[src/rtl/mix_columns_engine.sv]
// AES (Inv)MixColumns engine, COLS_PER_CYCLE columns per cycle; INV_MIX_EN adds the inverse datapath.
// Latency: 4/COLS_PER_CYCLE cycles from accept to out_valid.
// Backpressure: result held in DONE until out_ready; handoff and new accept may share a cycle.
module mix_columns_engine #(
  parameter int COLS_PER_CYCLE = 1
) (
  input  logic         clk,
  input  logic         rst,
  input  logic         in_valid,
  output logic         in_ready,
  input  logic [127:0] in_data,
  input  logic         in_mode,
  output logic         out_valid,
  input  logic         out_ready,
  output logic [127:0] out_data,
  output logic         busy
);

  typedef enum logic [1:0] {IDLE, BUSY, DONE} state_t;

  localparam int STEP_I = COLS_PER_CYCLE;
  localparam int LAST_I = 4 - COLS_PER_CYCLE;
  localparam logic [1:0] STEP = STEP_I[1:0];
  localparam logic [1:0] LAST = LAST_I[1:0];

  // Coefficient for byte j of output row r is ROW[(j - r) mod 4].
  localparam logic [3:0][3:0] FWD_ROW = {4'd1, 4'd1, 4'd3, 4'd2};
  localparam logic [3:0][3:0] INV_ROW = {4'd9, 4'd13, 4'd11, 4'd14};

  state_t          state, state_nxt;
  logic [1:0]      col_idx;
  logic [127:0]    data_q;
  logic            mode_q;
  logic            accept;
  logic [127:0]    result_nxt;
  logic [3:0][3:0] coef_row;

  function automatic logic [7:0] xtime(input logic [7:0] a);
    xtime = {a[6:0], 1'b0} ^ (a[7] ? 8'h1b : 8'h00);
  endfunction

  function automatic logic [7:0] gmul(input logic [7:0] a, input logic [3:0] k);
    logic [7:0] x2, x4, x8;
    x2 = xtime(a);
    x4 = xtime(x2);
    x8 = xtime(x4);
    gmul = ({8{k[0]}} & a) ^ ({8{k[1]}} & x2) ^ ({8{k[2]}} & x4) ^ ({8{k[3]}} & x8);
  endfunction

  function automatic logic [31:0] mix_col(input logic [31:0] w, input logic [3:0][3:0] coef);
    logic [7:0] acc;
    mix_col = '0;
    for (int r = 0; r < 4; r++) begin
      acc = 8'h00;
      for (int j = 0; j < 4; j++) begin
        acc = acc ^ gmul(w[8*j +: 8], coef[2'(j - r)]);
      end
      mix_col[8*r +: 8] = acc;
    end
  endfunction

`ifdef INV_MIX_EN
  assign coef_row = mode_q ? INV_ROW : FWD_ROW;
`else
  logic unused_mode;
  assign coef_row    = FWD_ROW;
  assign unused_mode = mode_q;
`endif

  assign in_ready  = !rst && ((state == IDLE) || ((state == DONE) && out_ready));
  assign accept    = in_valid && in_ready;
  assign out_valid = (state == DONE);
  assign busy      = (state == BUSY);

  // Columns not in the current group keep their previously written value.
  always_comb begin
    logic [1:0] idx;
    result_nxt = out_data;
    idx        = col_idx;
    for (int g = 0; g < COLS_PER_CYCLE; g++) begin
      idx = col_idx + 2'(g);
      result_nxt[{idx, 5'd0} +: 32] = mix_col(data_q[{idx, 5'd0} +: 32], coef_row);
    end
  end

  always_comb begin
    state_nxt = state;
    case (state)
      IDLE:    if (accept) state_nxt = BUSY;
      BUSY:    if (col_idx == LAST) state_nxt = DONE;
      DONE:    if (out_ready) state_nxt = accept ? BUSY : IDLE;
      default: state_nxt = IDLE;
    endcase
  end

  always_ff @(posedge clk) begin
    if (rst) begin
      state    <= IDLE;
      col_idx  <= 2'd0;
      data_q   <= '0;
      mode_q   <= 1'b0;
      out_data <= '0;
    end else begin
      state <= state_nxt;
      if (accept) begin
        data_q  <= in_data;
        mode_q  <= in_mode;
        col_idx <= 2'd0;
      end else if (state == BUSY) begin
        out_data <= result_nxt;
        col_idx  <= col_idx + STEP;
      end
    end
  end

endmodule
[config.mk]
export PLATFORM = sky130hd
export DESIGN_NAME = mix_columns_engine
export DESIGN_NICKNAME = d
export VERILOG_FILES = /design/src/rtl/mix_columns_engine.sv
export SDC_FILE = /design/constraint.sdc
export NUM_CORES = 1
export LEC_CHECK = 0
export BUFFER_PORTS_ARGS = -buffer_cell sky130_fd_sc_hd__buf_2
export CORE_AREA = 2 2 167 169
export DETAILED_ROUTE_END_ITERATION = 8
export DIE_AREA = 0 0 169 171
export RECOVER_POWER = 100
export SLEW_MARGIN = 25
export SYNTH_ARGS = -nofsm -noshare
export SYNTH_HDL_FRONTEND = slang
export SYNTH_SLANG_ARGS = --single-unit
[constraint.sdc]
create_clock -name clk -period 2.53 [get_ports clk]
set_input_delay 0.6325 -clock clk [delete_from_list [all_inputs] [get_ports clk]]
set_output_delay 0.6325 -clock clk [all_outputs]
set_load 0.02 [all_outputs]
# Word level (Yosys, flattened, before mapping)
# Cells that the tools add are included.
# classes
n_addsub	2
mul	0
n_div	0
magnitude_cmp	0
eq_ne	6
shift	3
muxes	10
bitwise_logic	13
n_reduce_logical	9
# op_table
op	count
$bwmux W128	1
$shift A32 B9 Y128 const A	1
$shiftx A128 B8 Y32	1
$shiftx A32 B9 Y128	1
$xor A8 B8 Y8	9
$xor A8 B5 Y8	3
$mux W5	4
$neg A7 Y9	1
$mux W2	3
$pmux W2 S3	1
$eq A2 B2 Y1 const B	2
$ne A2 B1 Y1 const B	2
$logic_and A1 B1 Y1	3
$reduce_and A3 Y1	1
$add A2 B1 Y2 const B	1
$eq A2 B1 Y1 const B	1
$logic_not A2 Y1	1
$ne A2 B2 Y1 const B	1
$reduce_and A2 Y1	1
$reduce_or A2 Y1	1
$logic_not A1 Y1	1
$logic_or A1 B1 Y1	1
$mux W1	1
$not A1 Y1	1
# word_totals
reg_bits	260
latch_bits	0
ramBits	0
rom_bits	0
wordCells	47
memories	0

# Depth between registers and ports, before layout
# depth
word_depth	8
depth_mapped	10
depth_no_buf	6

# Least setup slack after synthesis
# Ideal clock, no wire load.
# synth_timing
path_kind	register to register
start	register col_idx[1]
end	register out_data[11]
setup_time_ns	0.060
arrival_ns	2.369
slack_ns	0.101
path_stages_with_launch	10
cell_sequence	dfxtp_1 -> clkbuf_2 -> buf_4 -> buf_2 -> inv_1 -> ha_1 -> nor4_1 -> nor2b_1 -> clkbuf_1 -> a22o_1
# synth_via
elab_chain_len	7
# synth_rtl
element	line	source
from (decl)	31	logic [1:0] col_idx;
from (signal assigned)	111	col_idx <= col_idx + STEP;
$shiftx A128 B8 Y32	82	result_nxt[{idx, 5'd0} +: 32] = mix_col(data_q[{idx, 5'd0} +: 32], coef_row);
$mux W5 (on tied branches)	-	
$xor A8 B5 Y8 / $xor A8 B8 Y8 (equally long branches)	-	
$xor A8 B8 Y8	47	gmul = ({8{k[0]}} & a) ^ ({8{k[1]}} & x2) ^ ({8{k[2]}} & x4) ^ ({8{k[3]}} & x8);
$xor A8 B8 Y8	56	acc = acc ^ gmul(w[8*j +: 8], coef[2'(j - r)]);
$shiftx A32 B9 Y128	82	
$bwmux W128 (*)	82	
to (signal assigned)	110	out_data <= result_nxt;
to (decl)	15	output logic [127:0] out_data,
# Mark *: on every way between the ends. The rest lies on a longest branch, timed or not.
# A chain may end at the register's enable or synchronous reset.

# Final worst setup path
# layout_timing
start	register col_idx[0]
end	register out_data[74]
# The elaborated chain is that of the path after synthesis.

==> metrics.csv <==
stage;metric;value;unit
logic_synthesis;mean post-synth cell area;10.1;um2
sta;worst slew pin tran;1.05;ns
clock_network;CTS clock-pin slew for the worst setup and hold paths;0.07;ns
sta;fin crit period;2.43;ns
route;DR WL met2;14600;um
clock_network;clk sinks;260;
logic_synthesis;Cells after Synth;1064;
sta;Hold Vio Cnt, Final;0;
logic_synthesis;top post-synthesis cells by area;dfxtp_1 (49%), nand2b_1 (7.5%), o21ai_0 (6.0%), a22oi_1 (5.6%), nand2_1 (4.7%);
critical_path;CP Buf/Inv Count;2;
layout;post-route cell area;0.0132;mm2
run_status;status;completed;
logic_synthesis;Main synth FF type;dfxtp_1;
min_path;Hold WC Path Type;primary input to flop;
logic_synthesis;#FFs+latches synth;260;
clock_network;TritonCTS clock tree;built;
critical_path;crit-path cells;buf_12 > buf_4 > mux4_1 > xor3_1 > a22oi_1 > nor2_1;
layout;layout cells sized above 1;18.8;%
logic_synthesis;Post-synth ARST share;0;%
logic_synthesis;sequential area share after synthesis;48.6;%
clock_network;CTS Buf Count;27;
power;total power;10.1;mW
placed_design;Placed Area;0.0124;mm2
critical_path;worst endpoint data arrival time;2.84;ns
clock_network;CTS H-tree lvls;1;
die;Starting Density;39.2;%
sta;Final TNS setup;0;ns
sta;clock skew;0.0254;ns
layout;most frequent cells in the layout;dfxtp_1 (258), clkbuf_1 (137), nand2_1 (135);
power;Pleak;5.09;nW
placed_design;port buffer count;262;
global_route;largest net degree at the start of global routing;113;
die;Ports;264;
clock_network;Max Root-Sink Buffers;3;
critical_path;CP delay by family, top;multiplexers;
global_route;first-pass GRT wire length;45100;um
sta;Slew headroom;30.1;%
sta;fin. max-slew vios;0;
clock_network;clock root cell;clkbuf_16;
sta;RSZ-0062 raised after global routing;no;
placed_design;Final Wtd Congestion;0.789;
route;metal3 WL;1630;um
logic_synthesis;Mapped Area;0.0107;mm2
route;post-detailed-route wirelength per cell;18.2;um
run;number of max-cap violations;0;
layout;nets;1441;
power;PwrDens;770;mW/mm2
route;wire length on met1;13600;um
clock_network;hold_buf cts;0;
layout;Layout area overhead;23.1;%
route;top routing layer in use;met4;
critical_path;startpoint class of the critical path;flop;
clock_network;PostCTS Resize Cnt;0;
die;full die area;0.0289;mm2
route;DRC viols;0;
logic_synthesis;synth warn;0;
die;Rows;61;
logic_synthesis;Yosys top cell area share;48.6;%
logic_synthesis;area leader, netlist;dfxtp_1;
critical_path;CP max FO;19;
clock_network;latest clock arrival within the worst-skew pair;0.55;ns
logic_synthesis;syn_nets;1203;
die;CORE AREA;0.0273;mm2
layout;most common cell after layout, fill and taps aside;dfxtp_1;
logic_synthesis;number of synthesized flops with an enable pin;0;
die;die width;169;um
die;Die Y;171;um
logic_synthesis;synth unique cells;34;
sta;final setup fails;0;
critical_path;CP max-delay cell;mux4_1;
route;via/cell ratio;5.07;
critical_path;Crit Path Class;flop to flop;
power;Worst VDD drop;472;uV
critical_path;crit path capture type;flop;
global_route;grt total ovfl;0;
route;Final ANT Viol Nets;0;
sta;Peak Freq;0.411;GHz
global_route;vias in the first global route;7721;
global_route;gr usage total;20.1;%
critical_path;Max stage delay on crit path;0.72;ns
sta;fin crit share;96.1;%
critical_path;Critical Path RT;2.94;ns
route;Via Count;8482;
route;DR iter-0 viols;696;
route;DR pass1 iterations;5;
global_route;initial antenna violation count;5;
route;Post-Route WL;30500;um
clock_network;number of setup buffers added after CTS;0;
placed_design;dpl hpwl;21000;um
## layer usage
layer,GRT usage (%),up-vias
met4,6.39,0
li1,-,4170
met3,2.94,44
met2,33.9,262
met1,26.9,4006
met5,0,-
## power breakdown
part	switching (mW)	internal, mW
combinational	0.894	0.678
clock	1.65	2.53
sequential	0.103	4.29
## state kept, by name, indices dropped and copies added (netlist names)
name / count
data_q: 128
out_data: 128
col_idx: 2
state: 2
## logic make-up after synthesis
| kind of cell | Yosys count | synth area share, % |
|---|---|---|
| and+or+nand+nor | 361 | 16.0 |
| AOI/OAI and AO/OA | 265 | 16.1 |
| DFF | 260 | 48.6 |
| buffers and inverters | 91 | 3.67 |
| xor gates and xnor gates | 49 | 7.81 |
| muxes | 32 | 7.09 |
| adders and majority gates | 6 | 0.702 |
## tightest hold or removal path, cell delays in order
cell and delay (ns):
buf_2 0.07, nand2_1 0.03, o21ai_0 0.05
## cell usage after synthesis, types with 2 or more instances
master / count
mux4_1: 10
xnor3_1: 3
a22o_1: 48
xor3_2: 4
nor2_1: 85
dfxtp_1: 260
mux4_2: 22
xnor2_1: 11
o21ai_0: 128
nor4_1: 2
xor2_1: 8
nand2_1: 135
inv_1: 6
xor3_1: 16
buf_2: 16
buf_6: 3
buf_4: 2
ha_1: 6
nand2b_1: 129
clkbuf_1: 62
nor3_1: 3
a21oi_1: 6
nor2b_1: 4
a22oi_1: 80
xnor2_2: 6
## worst paths after layout
kind	slack, ns	endpoint	cells after the start	from
setup / recovery	0.1	out_data[74]$_SDFFE_PP0P_	6	col_idx[0]$_SDFFE_PP0P_
hold / removal	0.28	data_q[22]$_SDFFE_PP0P_	3	in_data[22]
setup reg to reg	0.1	out_data[74]$_SDFFE_PP0P_	6	col_idx[0]$_SDFFE_PP0P_
hold reg to reg	0.47	data_q[119]$_SDFFE_PP0P_	2	data_q[119]$_SDFFE_PP0P_
## stage by stage
step | worst slack [ns] | util [%] | cells | hold slack (ns)
after floorplan | 0.101 | - | 1064 | 0.444
after global placement | 0.121 | 45.5 | 1619 | 0.455
after detailed placement | 0.109 | 45.5 | 1619 | 0.456
after CTS | 0.0159 | 49.0 | 1669 | 0.262
after global routing | 0.0159 | 48.2 | 1673 | 0.272
final | 0.0977 | 48.2 | 1674 | 0.279
## layout make-up
class / instances / area, um2
tap: 346 / 433
sequential: 260 / 5210
clock inverter: 12 / 178
clock buffer: 38 / 767
inverter: 6 / 26.3
fill: 2684 / 14200
timing repair buffer: 294 / 1430
multi-input combinational: 713 / 5120
antenna: 5 / 12.5
(Power assumes the default switching activity.)
